<file path="config.mk">
export PLATFORM = sky130hd
export DESIGN_NAME = frame_update_scheduler
export DESIGN_NICKNAME = d
export VERILOG_FILES = /design/src/rtl/frame_update_scheduler.sv
export SDC_FILE = /design/constraint.sdc
export NUM_CORES = 1
export LEC_CHECK = 0
export ABC_AREA = 0
export CAP_MARGIN = 20
export CELL_PAD_IN_SITES_DETAIL_PLACEMENT = 1
export CELL_PAD_IN_SITES_GLOBAL_PLACEMENT = 1
export CORE_ASPECT_RATIO = 0.9
export CORE_MARGIN = 10
export CORE_UTILIZATION = 42
export CTS_BUF_LIST = sky130_fd_sc_hd__clkbuf_4
export CTS_CLUSTER_SIZE = 25
export DETAILED_ROUTE_END_ITERATION = 8
export PLACE_DENSITY = 0.91
export RECOVER_POWER = 25
export SKIP_CTS_REPAIR_TIMING = 1
export SLEW_MARGIN = 0
export SYNTH_ARGS = -nofsm -noshare
export SYNTH_HDL_FRONTEND = slang
export SYNTH_SLANG_ARGS = --single-unit
</file>
<file path="constraint.sdc">
create_clock -name clk -period 2.5 [get_ports clk]
set_input_delay 0.5 -clock clk [delete_from_list [all_inputs] [get_ports clk]]
set_output_delay 0.5 -clock clk [all_outputs]
set_load 0.03 [all_outputs]
</file>
<file path="src/rtl/frame_update_scheduler.sv">
// rtl/frame_update_scheduler.sv - per-frame sequencer for game-logic update tasks
//
// On an accepted frame_end the enabled tasks are started one at a time in
// ascending index order under a start/done handshake with a per-task timeout.
//
// Ports:
//   clk, rst_n     clock, asynchronous active-low reset
//   frame_end      end-of-frame pulse; accepted in IDLE while enable is high
//   enable         gates frame_end acceptance only
//   task_mask      tasks to run this frame, latched on the accepting frame_end
//   task_done      per-task completion, only the current task's bit is observed
//   clear_err      clears timeout_err / timeout_idx
//   task_start     one-hot, one-cycle start pulse
//   busy           high from first start pulse until last task retires
//   frame_done     one-cycle pulse when a frame's sequence completes
//   frame_overrun  one-cycle pulse when frame_end arrives while busy
//   timeout_err    sticky timeout flag
//   timeout_idx    index of the most recent timed-out task
//   frame_count    completed frames, wraps at 256
module frame_update_scheduler #(
    parameter int NUM_TASKS      = 5,
    parameter int TIMEOUT_CYCLES = 1023,
    parameter int TMR_W          = 10
) (
    input  logic                 clk,
    input  logic                 rst_n,
    input  logic                 frame_end,
    input  logic                 enable,
    input  logic [NUM_TASKS-1:0] task_mask,
    input  logic [NUM_TASKS-1:0] task_done,
    input  logic                 clear_err,
    output logic [NUM_TASKS-1:0] task_start,
    output logic                 busy,
    output logic                 frame_done,
    output logic                 frame_overrun,
    output logic                 timeout_err,
    output logic [2:0]           timeout_idx,
    output logic [7:0]           frame_count
);

    typedef enum logic {IDLE, WAIT} state_t;

    state_t               state;
    logic [NUM_TASKS-1:0] mask_q;
    logic [2:0]           cur;
    logic [TMR_W-1:0]     timer;

    logic       first_found;
    logic [2:0] first_idx;
    logic       next_found;
    logic [2:0] next_idx;

    // Lowest set bit of the incoming mask, and lowest latched bit above cur.
    // Scanning downward lets the last hit be the lowest index.
    always_comb begin
        first_found = 1'b0;
        first_idx   = 3'd0;
        next_found  = 1'b0;
        next_idx    = 3'd0;
        for (int i = NUM_TASKS - 1; i >= 0; i--) begin
            if (task_mask[i]) begin
                first_found = 1'b1;
                first_idx   = 3'(i);
            end
            if (mask_q[i] && (3'(i) > cur)) begin
                next_found = 1'b1;
                next_idx   = 3'(i);
            end
        end
    end

    // The start-pulse cycle is excluded from done/timeout evaluation and the
    // timer holds at 0 through it, so done is first seen the cycle after start.
    logic in_start;
    logic cur_done;
    logic timer_hit;
    logic done_now;
    logic tmo_now;
    logic retire;

    assign in_start  = |task_start;
    assign cur_done  = task_done[cur];
    assign timer_hit = (timer == TMR_W'(TIMEOUT_CYCLES - 1));
    assign done_now  = !in_start && cur_done;
    assign tmo_now   = !in_start && !cur_done && timer_hit;
    assign retire    = done_now || tmo_now;

    always_ff @(posedge clk or negedge rst_n) begin
        if (!rst_n) begin
            state         <= IDLE;
            mask_q        <= '0;
            cur           <= 3'd0;
            timer         <= '0;
            task_start    <= '0;
            busy          <= 1'b0;
            frame_done    <= 1'b0;
            frame_overrun <= 1'b0;
            timeout_err   <= 1'b0;
            timeout_idx   <= 3'd0;
            frame_count   <= 8'd0;
        end else begin
            task_start    <= '0;
            frame_done    <= 1'b0;
            frame_overrun <= 1'b0;

            // A timeout in the same cycle overrides this clear below.
            if (clear_err) begin
                timeout_err <= 1'b0;
                timeout_idx <= 3'd0;
            end

            case (state)
                IDLE: begin
                    if (frame_end && enable) begin
                        mask_q <= task_mask;
                        if (first_found) begin
                            task_start <= NUM_TASKS'(1) << first_idx;
                            busy       <= 1'b1;
                            cur        <= first_idx;
                            timer      <= '0;
                            state      <= WAIT;
                        end else begin
                            frame_done  <= 1'b1;
                            frame_count <= frame_count + 8'd1;
                        end
                    end
                end

                WAIT: begin
                    // Frames arriving while busy are dropped, not queued.
                    if (frame_end) begin
                        frame_overrun <= 1'b1;
                    end
                    if (tmo_now) begin
                        timeout_err <= 1'b1;
                        timeout_idx <= cur;
                    end
                    if (retire) begin
                        timer <= '0;
                        if (next_found) begin
                            task_start <= NUM_TASKS'(1) << next_idx;
                            cur        <= next_idx;
                        end else begin
                            frame_done  <= 1'b1;
                            busy        <= 1'b0;
                            frame_count <= frame_count + 8'd1;
                            state       <= IDLE;
                        end
                    end else if (!in_start) begin
                        timer <= timer + TMR_W'(1);
                    end
                end

                default: state <= IDLE;
            endcase
        end
    end

endmodule
</file>
Word-level counts from Yosys, hierarchy flattened
Cells that the tools add are included.

Output and inout port bits: 20. Flip-flop bits (word level): 39. Input bits: 15. Logic and storage cells: 113.

Order comparisons: 6. Bitwise gates (word level): 1. Shifts and indexed selects: 2. Multiplexer cells: 65. Reduce and logical (&&, ||, !) cells: 18. Equal/unequal tests: 8. Add/sub/neg operators: 2.

Operators with widths (count): $mux W3 (17); $mux W10 (4); $mux W8 (4); $mux W1 (28); $mux W5 (4); $pmux W10 S2 (1); $pmux W8 S2 (1); $reduce_and A4 Y1 (3); $add A10 B1 Y10 const B (1); $eq A10 B10 Y1 const B (1); $pmux W5 S2 (1); $shl A1 B3 Y5 const A (2); $logic_and A1 B1 Y1 (9); $add A8 B1 Y8 const B (1); $ne A2 B2 Y1 const B (4); $gt A1 B3 Y1 const A (2); $gt A2 B3 Y1 const A (2); $pmux W1 S2 (3); $pmux W3 S2 (1); $reduce_or A5 Y1 (1); $lt A3 B4 Y1 const B (1); $ne A2 B1 Y1 const B (2); $bmux W1 S3 (1); $gt A3 B3 Y1 const A (1); 6 further kinds (7).

Longest topological paths before layout
Gate-level depths: netlist of the first run.

Word-level depth: 11. Depth in mapped cells: 7. Gate-level depth less buffers: 7.

Worst setup path after synthesis of the first run
No wires, ideal clock.

Path type: reg2reg. Start point: register task_start[1]. End point: register timeout_idx[1]. Required time: 2.344 ns. Cell stages (with the launch flop): 5. Clock period less this slack: 1.941 ns. Path buffers: 0. Path slack: 0.559 ns. Arrival time: 1.785 ns. Library setup time: 0.156 ns. Cell sequence: dfrtp_1 -> nor3_1 -> nand3_1 -> nor4bb_1 -> o21ai_0.

Longest elaborated chain between the ends: 6.

RTL lines: start: declaration (line 32) `output logic [NUM_TASKS-1:0] task_start,`; start signal: assignment (line 117) `task_start <= NUM_TASKS'(1) << first_idx;`; start signal: assignment (line 141) `task_start <= NUM_TASKS'(1) << next_idx;`; $reduce_or A5 Y1 (line 81) `assign in_start = |task_start;`; $logic_not A1 Y1; $logic_and A1 B1 Y1 (2 in series) (line 85) `assign tmo_now = !in_start && !cur_done && timer_hit;`; $mux W3 (line 134) `if (tmo_now) begin`; $mux W3 (line 112) `case (state)`; end signal: assignment (line 136) `timeout_idx <= cur;`; end: declaration (line 37) `output logic [2:0] timeout_idx,`.

Every way passes these cells. A chain may end at the register's enable or synchronous reset.

Worst setup path in the final report of the first run
Start point: input port task_done[1]. End point: register frame_count[1].

Longest elaborated chain between the ends: 8. Elaborated cells between the ends (all ways): 9. Those cells by class: 1 x eq/ne; 2 x mux; 6 x reduce/logical.

RTL lines: start: declaration (line 30) `input logic [NUM_TASKS-1:0] task_done,`; $bmux W1 S3 (*) (line 82) `assign cur_done = task_done[cur];`; $mux W1 (not written as such) (*) (line 82); $logic_not A1 Y1 (line 85); $logic_and A1 B1 Y1 (2 in series) (line 85); $logic_or A1 B1 Y1 (*) (line 86) `assign retire = done_now || tmo_now;`; $ne A2 B1 Y1 (no line) (*); $reduce_and A4 Y1 (no line) (*); end signal: assignment (line 124) `frame_count <= frame_count + 8'd1;`; end signal: assignment (line 146) `frame_count <= frame_count + 8'd1;`; end: declaration (line 38) `output logic [7:0] frame_count`.

Mark *: on every way between the ends. The rest lies on a longest branch, timed or not. The select of a mux whose other input is x is not followed.

==> results.yml, run 1 <==
worst_setup_path:
  cp_slowest_cell: "o32ai_4"
  cp.depth: 6
  worstPathArrival_ns: 2.42
  rrSetupSlack_ns: 0.37
  crit_family: "compound AO/OA/AOI/OAI gates"
  crit_required_ns: 2.74
  crit_start: "task_done[1]"
  crit_path_end: "frame_count[1]"
  r2r_cells: 5
  startpoint_type: "input pin"
  crit_fanout: 9
  rr_endpoint: "frame_count[1]"
  r2r_start: "cur[0]"
  cp-end-kind: "register"
  cpPeakStageDelay_ns: 0.49
  critPathKind: "input pin to register"
  path_cells: "clkdlybuf4s50_1, mux2i_1, o21ai_0, a211oi_2, o32ai_4, mux2_2"
  path_buf_inv: 1
routing:
  drt_wl_total_mm: 5.11
  ant_nets: 0
  vias_per_cell: 5.29
  drt_iter0_markers: 77
  drtPass1Iterations: 6
  drc: 0
  num_vias: 1591
  wire_per_inst_um: 17.0
clock_tree:
  clk_latency_ns: 0.34
  htreeDepth: 2
  clk_pin_slew_ns: 0.11
  clock-sinks: 38
  numCtsBuffers: 5
  cts_max_path_buffers: 2
  cts_tree: "yes"
  cts_root_buffer: "clkbuf_4"
synthesis:
  synth_area_leader_cell: "dfrtp_1"
  synth_top_area_share: 0.493
  syn_area_mm2: 0.00193
  ys_seq_elements: 38
  yosysWarnings: 0
  avgSynthCellArea_um2: 10.1
  async_flop_share: 1.00
  synth_nets: 209
  synth.distinct_cells: 50
  synthFlopType: "dfrtp_1"
  synth.area.top_cells: "dfrtp_1 (49%), nand2_1 (5.6%), xor2_1 (3.6%), nor2_1 (3.5%), xnor2_1 (2.7%)"
  synth_edf_count: 0
  syn-instance-count: 191
  synth_seq_area_share: 0.493
grt:
  gr-total-overflow: 0
  grt_pass1_vias: 1740
  grt_pass1_wl_mm: 8.84
  grt_max_degree: 39
  antenna_found_initial: 0
  track_usage: 0.139
final_layout:
  finalNetCount: 257
  syn_to_final_growth_pct: 27.2
  final_area_mm2: 0.00245
  num_antenna_cells: 0
  drive_above_1_share: 0.134
  final_common_cell: "dfrtp_1"
  fin_util: 0.550
  mostFrequentLayoutCells: "dfrtp_1 (38), clkdlybuf4s50_1 (32), nand2_1 (29)"
die:
  die_area_mm2: 0.00771
  fp.dieW_um: 91.4
  start_util: 0.433
  pin_count: 35
  core_mm2: 0.00446
  row_count: 23
  die_y_um: 84.3
placed_design:
  gp_congestion: 0.829
  dp_hpwl_mm: 3.97
  preCtsSetupSlack_ns: -0.00634
  numPortBuffers: 34
  post_dp_cell_area_mm2: 0.00240
status:
  violations: "max-capacitance violations, max-slew violations"
  status: "complete, but fails checks"
run:
  maxCapViolations: 1
sta:
  fmax_mhz: 460
  fin_crit_sh: 0.870
  relSlewSlack: -0.349
  final_max_slew_viol_count: 39
  rsz0062_at_grt: "false"
  skew_ns: 0.00761
  tightest_slew_ns: 2.02
  finalWorstSetupSlack_ns: 0.325
  setup_viol: 0
  final.setup.tns_ns: 0
  fin_crit_ns: 2.17
  finalHoldViolCount: 0
power:
  cellPowerDensity_mw_per_mm2: 994
  p_total_mw: 2.44
  vdd_ir_drop_max_mv: 0.433
  leakagePower_nw: 1.10
worst_hold_path:
  hold_class: "register to register"
  hold_start: "frame_count[7]"
through the flow:
| stage | hold WS, ns | instances |
|---|---|---|
| after floorplan | 0.204 | 191 |
| after global placement | 0.462 | 294 |
| after detailed placement | 0.466 | 294 |
| after CTS | 0.278 | 301 |
| after global routing | 0.530 | 301 |
| final | 0.478 | 301 |
sequential cells by signal, summed over array words and instances, names as in the netlist:
name	flops
timer	10
frame_done	1
frame_count	8
task_start	5
timeout_idx	3
state	1
timeout_err	1
busy	1
frame_overrun	1
cur	3
mask_q	4
worst min path at each step:
stage | slack (ns) | to | cells past startpoint
after detailed placement | 0.47 | frame_count[7] | 1
after floorplan | 0.20 | busy | 0
after CTS | 0.28 | timer[8] | 1
after global placement | 0.46 | mask_q[1] | 2
after global routing | 0.53 | frame_count[5] | 1
final | 0.48 | frame_count[7] | 1
cells in the mapped netlist (all sizes together), types with 4 or more instances:
cell type and number:
and3 4, inv 6, dfrtp 38, nor2 18
nand4 5, and2 4, mux2i 4, xor2 8
nand2 29, or2 4, o21ai 9, xnor2 6
nand3 7
kinds of logic after synthesis:
kind of cell,share of synthesized area
XOR/XNOR,0.0636
multiplexers,0.0266
adder cells (fa/ha/maj),0.0195
buffers and inverters,0.0227
flip-flops,0.493
AO/OA/AOI/OAI,0.130
AND/OR/NAND/NOR,0.244
metal layers:
metal / part of all wire / vias to the layer above / GRT usage / wire length [µm]
li1: - / 766 / - / -
met1: 0.48 / 789 / 0.168 / 2450
met2: 0.47 / 31 / 0.230 / 2410
met4: 0.010 / 0 / 0.0498 / 51
met3: 0.038 / 5 / 0.0383 / 192
met5: 0 / - / 0 / 0
area by class of cell:
class                      count  area, µm²
fill                         513       2010
sequential                    38        951
multi-input combinational    143        935
timing repair buffer          45        417
tap                           62       77.6
clock buffer                   7       52.6
inverter                       6       22.5
power by group:
| part | leakage (nW) | internal [mW] | switching [mW] |
|---|---|---|---|
| clock | 0.0322 | 0.128 | 0.191 |
| combinational | 0.565 | 0.507 | 0.656 |
| sequential | 0.503 | 0.759 | 0.199 |
| total | 1.10 | 1.39 | 1.05 |
Power figures use the tool's default switching activity.
==> run 2, diff against run 1 <==
--- a/config.mk
+++ b/config.mk
@@ -12,7 +12,7 @@
 export CORE_ASPECT_RATIO = 0.9
 export CORE_MARGIN = 10
 export CORE_UTILIZATION = 42
-export CTS_BUF_LIST = sky130_fd_sc_hd__clkbuf_4
+export CTS_BUF_LIST = sky130_fd_sc_hd__clkbuf_8
 export CTS_CLUSTER_SIZE = 25
 export DETAILED_ROUTE_END_ITERATION = 8
 export PLACE_DENSITY = 0.91
@@ -22,3 +22,4 @@
 export SYNTH_ARGS = -nofsm -noshare
 export SYNTH_HDL_FRONTEND = slang
 export SYNTH_SLANG_ARGS = --single-unit
+export TNS_END_PERCENT = 20
==> run 2 against run 1 <==
Net effect: the flow still finishes with violations (max-capacitance violations, max-slew violations); power grew 3.3%; fmax shrank 1.3%; wire length increased by 3.8%; clock power grew 21%; utilization increased by 0.53 points; global-route usage is 0.29 points higher; first-iteration DRC count is 31% lower.
==> results.yml, run 2 (synthesis results as in run 1) <==
placed_design:
  preCtsSetupSlack_ns: -0.00634
  gp_congestion: 0.829
  post_dp_cell_area_mm2: 0.00240
  numPortBuffers: 34
  dp_hpwl_mm: 3.97
sta:
  timing.hold.ws_ns: 0.473
  tightest_slew_ns: 2.04
  final_max_slew_viol_count: 39
  setup_viol: 0
  fmax_mhz: 454
  fin_crit_sh: 0.882
  finalWorstSetupSlack_ns: 0.296
  fin_crit_ns: 2.20
  relSlewSlack: -0.360
  rsz0062_at_grt: "false"
  skew_ns: 0.00438
  finalHoldViolCount: 0
routing:
  drtPass1Iterations: 4
  drc: 0
  drt_iter0_markers: 53
  ant_nets: 0
  num_vias: 1612
  drt_wl_total_mm: 5.30
  wire_per_inst_um: 17.6
  vias_per_cell: 5.36
clock_tree:
  cts_max_path_buffers: 2
  cts_tree: "yes"
  htreeDepth: 2
  clock-sinks: 38
  numCtsBuffers: 5
  clk_pin_slew_ns: 0.07
  cts_root_buffer: "clkbuf_8"
  clk_latency_ns: 0.28
status:
  status: "complete, but fails checks"
  violations: "max-capacitance violations, max-slew violations"
grt:
  grt_pass1_vias: 1734
  grt_max_degree: 39
  gr-total-overflow: 0
  grt_pass1_wl_mm: 8.99
  track_usage: 0.142
  antenna_found_initial: 0
power:
  leakagePower_nw: 1.11
  vdd_ir_drop_max_mv: 0.409
  power.internal_mw: 1.45
  cellPowerDensity_mw_per_mm2: 1020
  p_clk_frac: 0.153
  swShare: 0.424
  combPwrFrac: 0.466
  seqPwrFrac: 0.381
  p_sw_mw: 1.07
die:
  pin_count: 35
  fp.dieW_um: 91.4
  die_area_mm2: 0.00771
  start_util: 0.433
  row_count: 23
  core_mm2: 0.00446
  die_y_um: 84.3
final_layout:
  drive_above_1_share: 0.126
  syn_to_final_growth_pct: 28.5
  largest_reg_flops: 10
  num_antenna_cells: 0
  fillCellCount: 515
  finalNetCount: 257
  final_common_cell: "dfrtp_1"
  mostFrequentLayoutCells: "dfrtp_1 (38), clkdlybuf4s50_1 (32), nand2_1 (29)"
  reg_top3: "timer: 10 flops, frame_count: 8 flops, task_start: 5 flops"
  largest_register: "timer"
  final_area_mm2: 0.00248
worst_setup_path:
  crit_fanout: 6
  path_cells: "clkdlybuf4s50_1, or2_1, o41ai_2, nand2_1, nand4_1, xor2_1, nor2_1"
  crit_family: "simple AND/OR/NAND/NOR gates"
  crit_required_ns: 2.68
  cpPeakStageDelay_ns: 0.61
  startpoint_type: "input pin"
  cp_slowest_cell: "o41ai_2"
  cp-end-kind: "register"
  worstPathArrival_ns: 2.38
  path_buf_inv: 1
  critPathKind: "input pin to register"
worst_hold_path:
  hold_class: "register to register"
run:
  maxCapViolations: 1
[run 2: cell count changes in the layout (fill, tap and decap cells not counted)]
cell,delta
clkbuf_4,-7
clkbuf_8,+5
inv_1,+2
[run 2: worst paths after layout]
path	from	to	slack [ns]	depth (start not counted)
worst min-delay path	frame_count[7]	frame_count[7]	0.47	1
min in group asynchronous	rst_n	busy	0.79	1
worst max-delay path	task_mask[0]	timer[4]	0.30	7
worst max register to register	cur[2]	frame_count[1]	0.34	5
max in group asynchronous	rst_n	timer[3]	0.54	1
worst min register to register	frame_count[7]	frame_count[7]	0.47	1
[run 2: layout make-up]
class	count	area [µm²]	area share
sequential	38	951	0.384
multi-input combinational	143	935	0.377
timing repair buffer	45	417	0.168
tap	62	77.6	0.0313
clock buffer	5	68.8	0.0278
inverter	6	22.5	0.00909
clock inverter	2	7.51	0.00303
[run 2: stage by stage]
stage / util / setup TNS (ns) / power (mW) / instances
CTS: 0.556 / 0 / 2.55 / 301
global placement: 0.539 / 0 / 2.06 / 294
detailed placement: 0.539 / -0.00634 / 2.14 / 294
floorplan: - / 0 / 1.68 / 191
finish: 0.556 / 0 / 2.52 / 301
global route: 0.556 / 0 / 2.70 / 301
[run 2: per-layer routing]
metal  part of all wire  track usage  vias to the layer above
met3              0.043       0.0445                        6
met1               0.47        0.168                      804
li1                   -            -                      768
met5                  0            0                        -
met4              0.013       0.0498                        0
met2               0.47        0.236                       34
[run 2: power groups by stage]
stage | Clock (mW) | Combinational (mW) | Sequential (mW)
finish | 0.386 | 1.17 | 0.959
global route | 0.435 | 1.28 | 0.984
CTS | 0.400 | 1.19 | 0.959
detailed placement | 0 | 1.17 | 0.969
global placement | 0 | 1.11 | 0.954
floorplan | 0 | 0.682 | 1.00
[run 2: worst reg2reg max path, delay by kind of cell, from the launching register on]
kind / cells / cell delay [ns]
AO/OA/AOI/OAI: 2 / 0.62
flip-flops: 1 / 0.55
multiplexers: 1 / 0.40
AND/OR/NAND/NOR: 2 / 0.48
